**config.mk**
```make
export PLATFORM = sky130hd
export DESIGN_NAME = huff_decode_ctrl_flat
export DESIGN_NICKNAME = d
export VERILOG_FILES = /design/src/rtl/huff_pkg.sv /design/src/rtl/huff_decode_ctrl_if.sv /design/src/rtl/huff_bit_serializer.sv /design/src/rtl/huff_decode_ctrl.sv /design/src/flat_wrapper.sv
export SDC_FILE = /design/constraint.sdc
export NUM_CORES = 1
export LEC_CHECK = 0
export CORE_ASPECT_RATIO = 0.5
export CORE_UTILIZATION = 25
export CTS_BUF_LIST = sky130_fd_sc_hd__clkbuf_8
export CTS_CLUSTER_SIZE = 28
export DETAILED_ROUTE_END_ITERATION = 10
export MAX_ROUTING_LAYER = met4
export PLACE_DENSITY = 0.5
export SYNTH_ARGS = -nofsm -noshare
export SYNTH_HDL_FRONTEND = slang
export SYNTH_HIERARCHICAL = 1
export SYNTH_SLANG_ARGS = --single-unit
```
**constraint.sdc**
```tcl
create_clock -name clk -period 2.2 [get_ports clk]
set_input_delay 0.22 -clock clk [delete_from_list [all_inputs] [get_ports clk]]
set_output_delay 0.22 -clock clk [all_outputs]
set_load 0.02 [all_outputs]
```
**src/rtl/huff_pkg.sv**
```systemverilog
// Shared types and constants for the Huffman decode path: controller state
// encoding and the dictionary-miss character value.
package huff_pkg;

    typedef enum logic [2:0] {
        IDLE  = 3'd0,
        FETCH = 3'd1,
        SHIFT = 3'd2,
        WRITE = 3'd3,
        DONE  = 3'd4,
        ERR   = 3'd5
    } ctrl_state_t;

    localparam logic [7:0] DICT_MISS = 8'h00;

    // A controller is busy only while it owns the memory port or the walker.
    function automatic logic state_is_active(input logic [2:0] s);
        return (s == FETCH) || (s == SHIFT) || (s == WRITE);
    endfunction

endpackage

```
**src/rtl/huff_decode_ctrl_if.sv**
```systemverilog
// Memory port and tree-walker handshake shared by the decode controller
// (master) and the memory/walker side (slave).
interface huff_decode_ctrl_if #(
    parameter int ADDR_W = 16
);
    logic              mem_req;
    logic              mem_we;
    logic [ADDR_W-1:0] mem_addr;
    logic [7:0]        mem_wdata;
    logic [7:0]        mem_rdata;
    logic              mem_ack;

    logic              walk_clr;
    logic              bit_valid;
    logic              bit_out;
    logic              bit_ready;
    logic              char_valid;
    logic [7:0]        char_in;

    modport master (
        output mem_req, mem_we, mem_addr, mem_wdata, walk_clr, bit_valid, bit_out,
        input  mem_rdata, mem_ack, bit_ready, char_valid, char_in
    );

    modport slave (
        input  mem_req, mem_we, mem_addr, mem_wdata, walk_clr, bit_valid, bit_out,
        output mem_rdata, mem_ack, bit_ready, char_valid, char_in
    );
endinterface

```
**src/rtl/huff_bit_serializer.sv**
```systemverilog
// Byte-wide shift register that hands compressed bits to the walker MSB-first
// and tracks how many bits of the current byte are still unsent.
module huff_bit_serializer (
    input  logic       clk,
    input  logic       n_rst,
    input  logic       clr,
    input  logic       load,
    input  logic [7:0] load_data,
    input  logic       shift,
    output logic       msb,
    output logic       empty,
    output logic       last
);

    logic [7:0] shreg;
    logic [3:0] bit_cnt;

    always_ff @(posedge clk) begin
        if (!n_rst) begin
            shreg   <= '0;
            bit_cnt <= '0;
        end else if (clr) begin
            bit_cnt <= '0;
        end else if (load) begin
            shreg   <= load_data;
            bit_cnt <= 4'd8;
        end else if (shift) begin
            shreg   <= {shreg[6:0], 1'b0};
            bit_cnt <= bit_cnt - 4'd1;
        end
    end

    assign msb   = shreg[7];
    assign empty = (bit_cnt == 4'd0);
    assign last  = (bit_cnt == 4'd1);

endmodule

```
**src/rtl/huff_decode_ctrl.sv**
```systemverilog
// Huffman decode sequencer: fetches compressed bytes, feeds the tree walker
// bit by bit and writes decoded characters back through one memory port.
module huff_decode_ctrl
    import huff_pkg::*;
#(
    parameter int ADDR_W = 16,
    parameter int CNT_W  = 16
) (
    input  logic                clk,
    input  logic                n_rst,
    input  logic                start,
    input  logic [ADDR_W-1:0]   src_base,
    input  logic [ADDR_W-1:0]   dst_base,
    input  logic [CNT_W-1:0]    char_total,
    huff_decode_ctrl_if.master  bus,
    output logic                busy,
    output logic                done,
    output logic                dict_error,
    output logic [CNT_W-1:0]    out_count
);

    localparam logic [2:0] S_IDLE  = 3'(IDLE);
    localparam logic [2:0] S_FETCH = 3'(FETCH);
    localparam logic [2:0] S_SHIFT = 3'(SHIFT);
    localparam logic [2:0] S_WRITE = 3'(WRITE);
    localparam logic [2:0] S_DONE  = 3'(DONE);
    localparam logic [2:0] S_ERR   = 3'(ERR);

    logic [2:0]        state;
    logic [ADDR_W-1:0] src_ptr;
    logic [ADDR_W-1:0] dst_ptr;
    logic [CNT_W-1:0]  remaining;
    logic [CNT_W-1:0]  out_cnt_q;
    logic [7:0]        wr_char;
    logic              walk_clr_q;

    logic start_ok;
    logic bit_hs;
    logic rd_done;
    logic ser_msb;
    logic ser_empty;
    logic ser_last;

    assign start_ok = start && ((state == S_IDLE) || (state == S_ERR));
    assign bit_hs   = (state == S_SHIFT) && bus.bit_ready;
    assign rd_done  = (state == S_FETCH) && bus.mem_ack;

    huff_bit_serializer u_ser (
        .clk       (clk),
        .n_rst     (n_rst),
        .clr       (start_ok),
        .load      (rd_done),
        .load_data (bus.mem_rdata),
        .shift     (bit_hs),
        .msb       (ser_msb),
        .empty     (ser_empty),
        .last      (ser_last)
    );

    always_ff @(posedge clk) begin
        if (!n_rst) begin
            state      <= S_IDLE;
            src_ptr    <= '0;
            dst_ptr    <= '0;
            remaining  <= '0;
            out_cnt_q  <= '0;
            wr_char    <= '0;
            walk_clr_q <= 1'b0;
        end else begin
            walk_clr_q <= start_ok;
            case (state)
                S_IDLE, S_ERR: begin
                    if (start) begin
                        src_ptr   <= src_base;
                        dst_ptr   <= dst_base;
                        remaining <= char_total;
                        out_cnt_q <= '0;
                        state     <= (char_total == '0) ? S_DONE : S_FETCH;
                    end
                end
                S_FETCH: begin
                    if (bus.mem_ack) begin
                        src_ptr <= src_ptr + 1'b1;
                        state   <= S_SHIFT;
                    end
                end
                // A completed code wins over running out of bits in the byte.
                S_SHIFT: begin
                    if (bus.bit_ready) begin
                        if (bus.char_valid) begin
                            if (bus.char_in == DICT_MISS) begin
                                state <= S_ERR;
                            end else begin
                                wr_char <= bus.char_in;
                                state   <= S_WRITE;
                            end
                        end else if (ser_last) begin
                            state <= S_FETCH;
                        end
                    end
                end
                S_WRITE: begin
                    if (bus.mem_ack) begin
                        dst_ptr   <= dst_ptr + 1'b1;
                        remaining <= remaining - 1'b1;
                        out_cnt_q <= out_cnt_q + 1'b1;
                        if (remaining == CNT_W'(1)) begin
                            state <= S_DONE;
                        end else if (ser_empty) begin
                            state <= S_FETCH;
                        end else begin
                            state <= S_SHIFT;
                        end
                    end
                end
                S_DONE:  state <= S_IDLE;
                default: state <= S_IDLE;
            endcase
        end
    end

    assign bus.mem_req   = (state == S_FETCH) || (state == S_WRITE);
    assign bus.mem_we    = (state == S_WRITE);
    assign bus.mem_addr  = (state == S_FETCH) ? src_ptr :
                           (state == S_WRITE) ? dst_ptr : '0;
    assign bus.mem_wdata = (state == S_WRITE) ? wr_char : 8'h00;
    assign bus.walk_clr  = walk_clr_q;
    assign bus.bit_valid = (state == S_SHIFT);
    assign bus.bit_out   = ser_msb;

    assign busy       = state_is_active(state);
    assign done       = (state == S_DONE);
    assign dict_error = (state == S_ERR);
    assign out_count  = out_cnt_q;

endmodule

```
**src/flat_wrapper.sv**
```systemverilog
// flat-port wrapper written by rule: the top's interface ports become plain ports
module huff_decode_ctrl_flat import huff_pkg::*;
#(
    parameter int ADDR_W = 16,
    parameter int CNT_W  = 16
)
  (clk, n_rst, start, src_base, dst_base, char_total, busy, done, dict_error, out_count, bus_mem_req, bus_mem_we, bus_mem_addr, bus_mem_wdata, bus_walk_clr, bus_bit_valid, bus_bit_out, bus_mem_rdata, bus_mem_ack, bus_bit_ready, bus_char_valid, bus_char_in);
  huff_decode_ctrl_if #(.ADDR_W(ADDR_W)) bus_i ();
  input  logic clk;
  input  logic n_rst;
  input  logic start;
  input  logic [ADDR_W-1:0] src_base;
  input  logic [ADDR_W-1:0] dst_base;
  input  logic [CNT_W-1:0] char_total;
  output logic busy;
  output logic done;
  output logic dict_error;
  output logic [CNT_W-1:0] out_count;
  output wire logic [$bits(bus_i.mem_req)-1:0] bus_mem_req;
  output wire logic [$bits(bus_i.mem_we)-1:0] bus_mem_we;
  output wire logic [$bits(bus_i.mem_addr)-1:0] bus_mem_addr;
  output wire logic [$bits(bus_i.mem_wdata)-1:0] bus_mem_wdata;
  output wire logic [$bits(bus_i.walk_clr)-1:0] bus_walk_clr;
  output wire logic [$bits(bus_i.bit_valid)-1:0] bus_bit_valid;
  output wire logic [$bits(bus_i.bit_out)-1:0] bus_bit_out;
  input wire logic [$bits(bus_i.mem_rdata)-1:0] bus_mem_rdata;
  input wire logic [$bits(bus_i.mem_ack)-1:0] bus_mem_ack;
  input wire logic [$bits(bus_i.bit_ready)-1:0] bus_bit_ready;
  input wire logic [$bits(bus_i.char_valid)-1:0] bus_char_valid;
  input wire logic [$bits(bus_i.char_in)-1:0] bus_char_in;
  assign bus_mem_req = bus_i.mem_req;
  assign bus_mem_we = bus_i.mem_we;
  assign bus_mem_addr = bus_i.mem_addr;
  assign bus_mem_wdata = bus_i.mem_wdata;
  assign bus_walk_clr = bus_i.walk_clr;
  assign bus_bit_valid = bus_i.bit_valid;
  assign bus_bit_out = bus_i.bit_out;
  assign bus_i.mem_rdata = bus_mem_rdata;
  assign bus_i.mem_ack = bus_mem_ack;
  assign bus_i.bit_ready = bus_bit_ready;
  assign bus_i.char_valid = bus_char_valid;
  assign bus_i.char_in = bus_char_in;
  huff_decode_ctrl #(.ADDR_W(ADDR_W), .CNT_W(CNT_W)) u_core (.clk(clk), .n_rst(n_rst), .start(start), .src_base(src_base), .dst_base(dst_base), .char_total(char_total), .bus(bus_i), .busy(busy), .done(done), .dict_error(dict_error), .out_count(out_count));
endmodule
```
==> impl_summary.log, run 1 <==
[metrics] H-tree lvl count: 3
[metrics] Crit path largest cell delay: 370 ps
[metrics] hold endpoint: u_core/src_ptr[0]$_SDFFE_PN0P_
[metrics] worst-case headroom to the max-slew limit: 55.2%
[metrics] combinational fraction of design power: 43.1%
[metrics] destination of the worst register-to-register timing path: u_core/u_ser/shreg[1]$_SDFFE_PN0P_
[metrics] TritonCTS clock tree: built
[metrics] pwr dens: 857 nW/um^2
[metrics] Site Rows: 36
[metrics] switching pwr: 2.46 mW
[metrics] number of antenna cells inserted: 0
[metrics] Vias: 5336
[metrics] warning count from the yosys run: 6
[metrics] initial detailed-routing violation count: 414
[metrics] internal reg-to-reg setup slack: 200 ps
[metrics] critical path required time: 1980 ps
[metrics] routed wire length: 17.2 mm
[metrics] TritonCTS Buffers: 9
[metrics] clock slew at the register clock pins of the worst setup and hold paths: 90 ps
[metrics] Post-Syn Area: 5230 sq um
[metrics] register share of total power: 37.2%
[metrics] leakage power total: 2.80 nW
[metrics] count of endpoints failing hold in the final timing report: 0
[metrics] unrepaired setup endpoints after global routing: false
[metrics] initial core utilization: 26.2%
[metrics] status: complete, but fails checks
[metrics] Post-DP HPWL: 12.7 mm
[metrics] kind of start point of the critical path: flip-flop
[metrics] total count of max-transition violations in the final report: 0
[metrics] worst-case setup margin in the final layout: 125 ps
[metrics] flops & latches, synth: 88
[metrics] most frequent cells after synthesis: 88 x sky130_fd_sc_hd__dfxtp_1, 81 x sky130_fd_sc_hd__nor2_1, 59 x sky130_fd_sc_hd__nand2_1, 40 x sky130_fd_sc_hd__a21oi_1, 39 x sky130_fd_sc_hd__o21ai_0
[metrics] EDFF count, synth: 0
[metrics] critical path peak fanout: 15
[metrics] Ports: 118
[metrics] failing checks: DRC
[metrics] MaxCap Viol Count: 0
[metrics] Resized Gates After CTS: 28
[metrics] top cell family by delay on the critical path: buffers and inverters
[metrics] later-pin clock latency in the skew report: 380 ps
[metrics] slew of the pin with the lowest slew margin: 672 ps
[metrics] worst hold margin: 418 ps
[metrics] min cycle time layout: 2080 ps
[metrics] class of the most critical hold timing path: in -> reg
[metrics] final routed DRC violation total: 1
[metrics] number of nets still failing antenna checks after routing: 0
[metrics] Avg Synthesized Cell Area: 8.01 sq um
[metrics] classification of the worst setup path: reg -> out
[metrics] switching share of power: 40.9%
[metrics] internal portion of total power: 3.55 mW
[metrics] share of synthesized area occupied by flip-flops and latches: 33.7%
[metrics] WP buf/inv: 3
[metrics] achievable clock frequency: 482 MHz
[metrics] Hold Path Stages: 3
[metrics] number of sinks handled by clock tree synthesis: 88
[metrics] area added between synthesis and finish: 34.0%
[metrics] clock root buffer master: sky130_fd_sc_hd__clkbuf_8
[metrics] wire length of the first global-routing pass: 27.4 mm
[metrics] sequence of cells on the critical path: nand3b_1 -> clkinv_1 -> buf_12 -> a22o_1 -> dlygate4sd2_1
[metrics] maximum number of pins on one net before global-route repair: 45
[metrics] arrival time of data at the critical path endpoint: 1860 ps
[metrics] Worst Reg-to-Reg Cells: 7
[metrics] 1st-pass router iterations: 8
[metrics] pre-CTS worst setup slack: 103 ps
[metrics] most numerous cell in the Yosys netlist: sky130_fd_sc_hd__dfxtp_1
[metrics] share of the clock period used by the worst path: 94.3%
[metrics] cell type with the largest total area after synthesis: sky130_fd_sc_hd__dfxtp_1
[metrics] number of library cell types mapped by synthesis: 74
[metrics] net count of the finished layout: 853
[metrics] share of synthesized registers carrying an async set or reset: 0%
[metrics] number of global-route vias before repair: 5052
[metrics] buffers from clock root to sink, at most: 2
[metrics] startpoint of the lowest-slack hold path: src_base[0]
[metrics] Finish-stage setup viols: 0
[metrics] Fin Clk Skew: 13.1 ps
[metrics] Mapped Cells: 653
[metrics] count of cell instances traversed by the critical path: 5
[metrics] Port Buffer Count: 117
[metrics] worst r2r src: u_core/state[1]$_SDFFE_PN0P_
[metrics] Setup Total Neg Slack: 0 ps
[metrics] gpl congestion: 0.853
[metrics] overall die width: 207 microns
[metrics] chip height: 104 microns
[metrics] total track usage: 16.6%
[metrics] ranking of synthesized cells by area: sky130_fd_sc_hd__dfxtp_1 34%, sky130_fd_sc_hd__nor2_1 5.8%, sky130_fd_sc_hd__nand2_1 4.2%
[metrics] share of post-route cells with drive strength above 1: 9.23%
[metrics] post-synth top area share: 33.7%
[metrics] most common flop cell mapped by yosys: sky130_fd_sc_hd__dfxtp_1
[metrics] area of the die: 21500 sq um
[metrics] Mapped Nets: 730
[metrics] count of hold buffers inserted by post-cts repair: 0
[metrics] clock share of power: 19.7%
[metrics] setup fix buffers added after clock tree synthesis: 0
[metrics] Avg WL per Cell: 16.5 microns
[metrics] Critical Path Sink Type: output port
[metrics] Critical-path top delay cell: sky130_fd_sc_hd__dfxtp_2
[metrics] antenna violations before repair: 0
[metrics] global-route congestion overflow total: 0
[metrics] detail-routed via count per cell: 5.10
[metrics] largest voltage drop on the vdd net: 274 uV
[metrics] core area: 20000 sq um
-- flip-flops by register name (all words and copies together), names as in the netlist --
| register | count |
|---|---|
| u_core/u_ser/shreg | 8 |
| u_core/src_ptr | 16 |
| u_core/remaining | 16 |
| u_core/dst_ptr | 16 |
| u_core/wr_char | 8 |
| u_core/out_count | 16 |
| u_core/state | 3 |
| u_core/bus.walk_clr | 1 |
| u_core/u_ser/bit_cnt | 4 |
-- metrics by stage --
step	total power [mW]	instance area [sq um]	utilization [%]	std cells
after floorplan	3.94	5230	-	653
after global placement	4.84	6830	34.2	1031
after detailed placement	4.87	6830	34.2	1031
after CTS	6.04	7000	35.1	1046
after global routing	6.42	7010	35.1	1046
final	6.01	7010	35.1	1046
-- logic make-up after synthesis --
family                     share of synthesized area, %
and+or+nand+nor                                    25.3
AOI/OAI and AO/OA                                  25.6
DFF                                                33.7
buffers and inverters                              6.41
xor gates and xnor gates                           4.21
muxes                                              3.09
adders and majority gates                          1.67
-- routing by layer --
metal	track usage, %	part of all wire, %	vias up	wire length, microns
met1	22.0	49	2562	8410
met4	2.89	0.55	0	95
met2	26.4	47	108	8110
met3	3.01	3.6	8	614
met5	-	0	-	0
li1	-	-	2658	-
-- worst reg2reg max path: stages (launching register included) --
cell,delay [ps]
sky130_fd_sc_hd__dfxtp_2,400
sky130_fd_sc_hd__buf_4,230
sky130_fd_sc_hd__and2b_1,270
sky130_fd_sc_hd__nand2_1,200
sky130_fd_sc_hd__inv_2,100
sky130_fd_sc_hd__o21ba_2,420
sky130_fd_sc_hd__o211ai_1,140
sky130_fd_sc_hd__o211a_1,140
-- power by group through the flow --
stage,Combinational (mW),Sequential (mW),Clock [mW]
floorplan,1.78,2.16,0
global placement,2.59,2.25,0
detailed placement,2.62,2.26,0
CTS,2.59,2.22,1.23
global route,2.85,2.28,1.29
finish,2.59,2.23,1.18
-- worst max path at each step --
| stage | from | to | slack, ps |
|---|---|---|---|
| global placement | bus_mem_ack | u_core/src_ptr[12]$_SDFFE_PN0P_ | 130 |
| finish | u_core/state[2]$_SDFFE_PN0P_ | bus_mem_addr[0] | 120 |
| floorplan | u_core/state[1]$_SDFFE_PN0P_ | u_core/u_ser/shreg[2]$_SDFFE_PN0P_ | 450 |
| CTS | u_core/state[2]$_SDFFE_PN0P_ | bus_mem_addr[0] | 30 |
| global route | u_core/state[2]$_SDFFE_PN0P_ | bus_mem_addr[0] | 30 |
| detailed placement | bus_mem_ack | u_core/src_ptr[12]$_SDFFE_PN0P_ | 100 |
-- cell type report --
| class | count | area [sq um] |
|---|---|---|
| inverters | 16 | 65.1 |
| clock inverters | 5 | 57.6 |
| repair buffers | 156 | 1520 |
| multi-input cells | 505 | 3130 |
| fillers | 2110 | 12900 |
| well taps | 266 | 333 |
| flip-flops and latches | 88 | 1760 |
| clock buffers | 10 | 138 |
-- layout by cell type (no fill, tap or decap), drive strengths merged, types with 4 or more instances in the layout --
cell and instances:
o211ai 5, a22o 16, a211oi 14, a31oi 9, inv 14, dlygate4sd2 26, clkinv 6, o211a 13
a22oi 8, nor4 13, a311oi 6, nor3 25, o32ai 4, buf 39, or3 4, nand3 26
clkdlybuf4s50 88, o22ai 8, a21oi 42, clkbuf 10, nand2 59, nand4 16, o31ai 4, ha 7
o21a 4, mux2i 15, and3 6, and2 14, nor2 81, xnor2 5, o21ai 42, xor2 18
dfxtp 88
No activity file was read; power rests on OpenSTA's default activity.
==> inputs of run 2 (changes only) <==
- ABC_AREA: default -> 1
- CTS_CLUSTER_SIZE: 28 -> default
- SETUP_SLACK_MARGIN: default -> 0.2
==> impl_summary.log, run 2 <==
[metrics] achievable clock frequency: 520 MHz (+7.8%)
[metrics] Vias: 6201 (+16%)
[metrics] Fin Clk Skew: 10.6 ps (-2.53 ps)
[metrics] number of nets still failing antenna checks after routing: 0 (unchanged)
[metrics] clock share of power: 17.8% (-1.9 points)
[metrics] Avg Synthesized Cell Area: 6.08 sq um (-24%)
[metrics] pwr dens: 920 nW/um^2 (+7.3%)
[metrics] Site Rows: 38 (+5.6%)
[metrics] gpl congestion: 0.836 (-2.0%)
[metrics] kind of start point of the critical path: flip-flop
[metrics] EDFF count, synth: 0 (unchanged)
[metrics] later-pin clock latency in the skew report: 370 ps (about the same)
[metrics] antenna violations before repair: 0 (unchanged)
[metrics] largest voltage drop on the vdd net: 444 uV (+62%)
[metrics] count of endpoints failing hold in the final timing report: 0 (unchanged)
[metrics] number of antenna cells inserted: 0 (unchanged)
[metrics] worst-case headroom to the max-slew limit: 62.4% (+7.2 points)
[metrics] slew of the pin with the lowest slew margin: 561 ps (-111 ps)
[metrics] overall die width: 216 microns (+4.4%)
[metrics] area of all sequential standard cells: 1760 sq um (unchanged)
[metrics] area of combinational cells with multiple inputs: 3340 sq um (+6.5%)
[metrics] most common flop cell mapped by yosys: sky130_fd_sc_hd__dfxtp_1
[metrics] critical path required time: 1980 ps (about the same)
[metrics] TritonCTS Buffers: 9 (unchanged)
[metrics] wire length of the first global-routing pass: 29.1 mm (+6.1%)
[metrics] ranking of synthesized cells by area: sky130_fd_sc_hd__dfxtp_1 31%, sky130_fd_sc_hd__nand2_1 17%, sky130_fd_sc_hd__nor2_1 11%
[metrics] register share of total power: 34.4% (-2.8 points)
[metrics] worst r2r src: u_core/state[2]$_SDFFE_PN0P_
[metrics] Crit path largest cell delay: 330 ps (-40 ps)
[metrics] H-tree lvl count: 3 (unchanged)
[metrics] share of synthesized registers carrying an async set or reset: 0% (unchanged)
[metrics] WP buf/inv: 3 (unchanged)
[metrics] Avg WL per Cell: 13.2 microns (-20%)
[metrics] area added between synthesis and finish: 29.3%
[metrics] Port Buffer Count: 117 (unchanged)
[metrics] critical path launch point: u_core/state[2]$_SDFFE_PN0P_
[metrics] class of the most critical hold timing path: in -> reg
[metrics] switching share of power: 45.9% (+5.0 points)
[metrics] core area: 22000 sq um (+10%)
[metrics] Setup Total Neg Slack: 0 ps (unchanged)
[metrics] count of hold buffers inserted by post-cts repair: 0 (unchanged)
[metrics] Post-Syn Area: 5710 sq um (+9.1%)
[metrics] unrepaired setup endpoints after global routing: true
[metrics] buffers from clock root to sink, at most: 2 (unchanged)
[metrics] filler cell count: 2455 (+16%)
[metrics] total count of max-transition violations in the final report: 0 (unchanged)
[metrics] Finished Layout Cells: 1358 (+30%)
[metrics] MaxCap Viol Count: 0 (unchanged)
[metrics] most numerous cell in the Yosys netlist: sky130_fd_sc_hd__nand2_1
[metrics] maximum number of pins on one net before global-route repair: 42 (-6.7%)
[metrics] area of the die: 23500 sq um (+9.0%)
[metrics] share of the clock period used by the worst path: 87.5% (-6.8 points)
[metrics] chip height: 109 microns (+4.4%)
[metrics] clock slew at the register clock pins of the worst setup and hold paths: 100 ps (about the same)
[metrics] switching pwr: 3.12 mW (+27%)
[metrics] classification of the worst setup path: reg -> out
[metrics] internal portion of total power: 3.67 mW (+3.4%)
[metrics] cell type with the largest total area after synthesis: sky130_fd_sc_hd__dfxtp_1
[metrics] sequence of cells on the critical path: inv_2 -> nand3_4 -> buf_4 -> o22ai_1 -> clkdlybuf4s15_2
[metrics] Post-DP HPWL: 13.5 mm (+6.6%)
[metrics] net count of the finished layout: 1130 (+32%)
[metrics] global-route congestion overflow total: 0 (unchanged)
[metrics] Finish-stage setup viols: 0 (unchanged)
[metrics] final routed DRC violation total: 0 (-1)
[metrics] most frequent cells after synthesis: 256 x sky130_fd_sc_hd__nand2_1, 166 x sky130_fd_sc_hd__nor2_1, 94 x sky130_fd_sc_hd__inv_1, 88 x sky130_fd_sc_hd__dfxtp_1, 70 x sky130_fd_sc_hd__o21ai_0
[metrics] post-synth top area share: 30.9% (-2.8 points)
[metrics] Critical Path Sink Type: output port
[metrics] Critical-path top delay cell: sky130_fd_sc_hd__dfxtp_1
[metrics] combinational fraction of design power: 47.8% (+4.7 points)
[metrics] status: complete, no violations
[metrics] critical path peak fanout: 27 (+12)
[metrics] flops & latches, synth: 88 (unchanged)
[metrics] top cell family by delay on the critical path: buffers and inverters
[metrics] share of synthesized area occupied by flip-flops and latches: 30.9% (-2.8 points)
[metrics] TritonCTS clock tree: built
[metrics] detail-routed via count per cell: 4.57 (-10%)
[metrics] 1st-pass router iterations: 5 (-3)
[metrics] internal reg-to-reg setup slack: 400 ps (+200 ps)
[metrics] startpoint of the lowest-slack hold path: n_rst
[metrics] Ports: 118 (unchanged)
[metrics] worst hold margin: 261 ps (-157 ps)
[metrics] initial core utilization: 25.9% (-0.29 points)
[metrics] number of sinks handled by clock tree synthesis: 88 (unchanged)
[metrics] clock root buffer master: sky130_fd_sc_hd__clkbuf_8
[metrics] number of library cell types mapped by synthesis: 44 (-41%)
[metrics] commonest cells after routing, fill and taps aside: 256 x sky130_fd_sc_hd__nand2_1, 166 x sky130_fd_sc_hd__nor2_1, 93 x sky130_fd_sc_hd__inv_1
[metrics] DP Cell Count: 1339 (+30%)
[metrics] total track usage: 16.0% (-0.65 points)
[metrics] arrival time of data at the critical path endpoint: 1700 ps (-160 ps)
[metrics] routed wire length: 17.9 mm (+4.1%)
[metrics] share of post-route cells with drive strength above 1: 8.60% (-0.63 points)
[metrics] commonest non-fill, non-tap cell in the layout: sky130_fd_sc_hd__nand2_1
[metrics] initial detailed-routing violation count: 404 (-2.4%)
[metrics] leakage power total: 3.10 nW (+10%)
[metrics] warning count from the yosys run: 6 (unchanged)
[metrics] Mapped Nets: 1016 (+39%)
[metrics] number of global-route vias before repair: 5586 (+11%)
[metrics] min cycle time layout: 1920 ps (-150 ps)
[metrics] Mapped Cells: 939 (+44%)
==> run 2: cell types whose count changed in the layout (fill, tap and decap cells not counted), sizes merged, moves of 14 or more <==
cell	change
nand2	+204
inv	+90
buf	-17
a22o	-14
xor2	-15
nor2	+89
and2	-14
o21ai	+42
mux2i	-15
nand3	+36
==> run 2: path summary, 6_finish.rpt <==
path | endpoint | cells after the start
setup / recovery | bus_mem_addr[7] | 5
setup reg to reg | u_core/out_count[5]$_SDFFE_PN0P_ | 10
hold / removal | u_core/remaining[8]$_SDFFE_PN0P_ | 3
hold reg to reg | u_core/wr_char[4]$_SDFFE_PN0P_ | 2
==> run 2: cell families after synthesis <==
family | synth area share, %
DFF | 30.9
buffers and inverters | 11.0
adders and majority gates | 1.53
and+or+nand+nor | 40.4
xor gates and xnor gates | 0.614
AOI/OAI and AO/OA | 15.6
==> run 2: cell type report <==
type	count	area share, %
timing repair buffer	138	17.5
inverter	104	5.49
multi-input combinational	712	45.2
sequential	88	23.9
clock buffer	10	1.87
clock inverter	6	0.899
tap	300	5.09
==> run 2: metal layers <==
metal,GRT usage (%),wire [microns],part of all wire (%)
met5,-,0,0
met4,4.15,225,1.3
met3,2.68,536,3.0
met2,25.9,8260,46
met1,20.7,8910,50
==> run 2: power groups by stage <==
stage	Sequential (mW)	Clock [mW]	Combinational (mW)
global route	2.39	1.33	3.68
global placement	2.35	0	3.24
finish	2.33	1.21	3.25
CTS	2.32	1.27	3.22
detailed placement	2.35	0	3.25
floorplan	2.25	0	2.36
==> run 2: worst reg2reg max path, delay by kind of cell (launching register included) <==
kind	cells	cell delay [ps]
and+or+nand+nor	6	760
buffers and inverters	4	610
DFF	1	330
==> run 2: metrics by stage <==
step	utilization, %	worst slack [ps]	power [mW]	cell area, sq um
final	33.5	275	6.79	7380
after global routing	33.5	144	7.40	7380
after CTS	33.5	150	6.81	7370
after detailed placement	32.6	229	5.60	7180
after global placement	32.6	250	5.59	7180
after floorplan	-	439	4.61	5710
==> run 2: timing repair <==
action | in CTS | in global routing
gates resized for setup | 46 | 34
pin swaps | 0 | 1
hold endpoints to repair | 0 | 0
setup endpoints to repair | 30 | 30
buffers inserted | 0 | 3
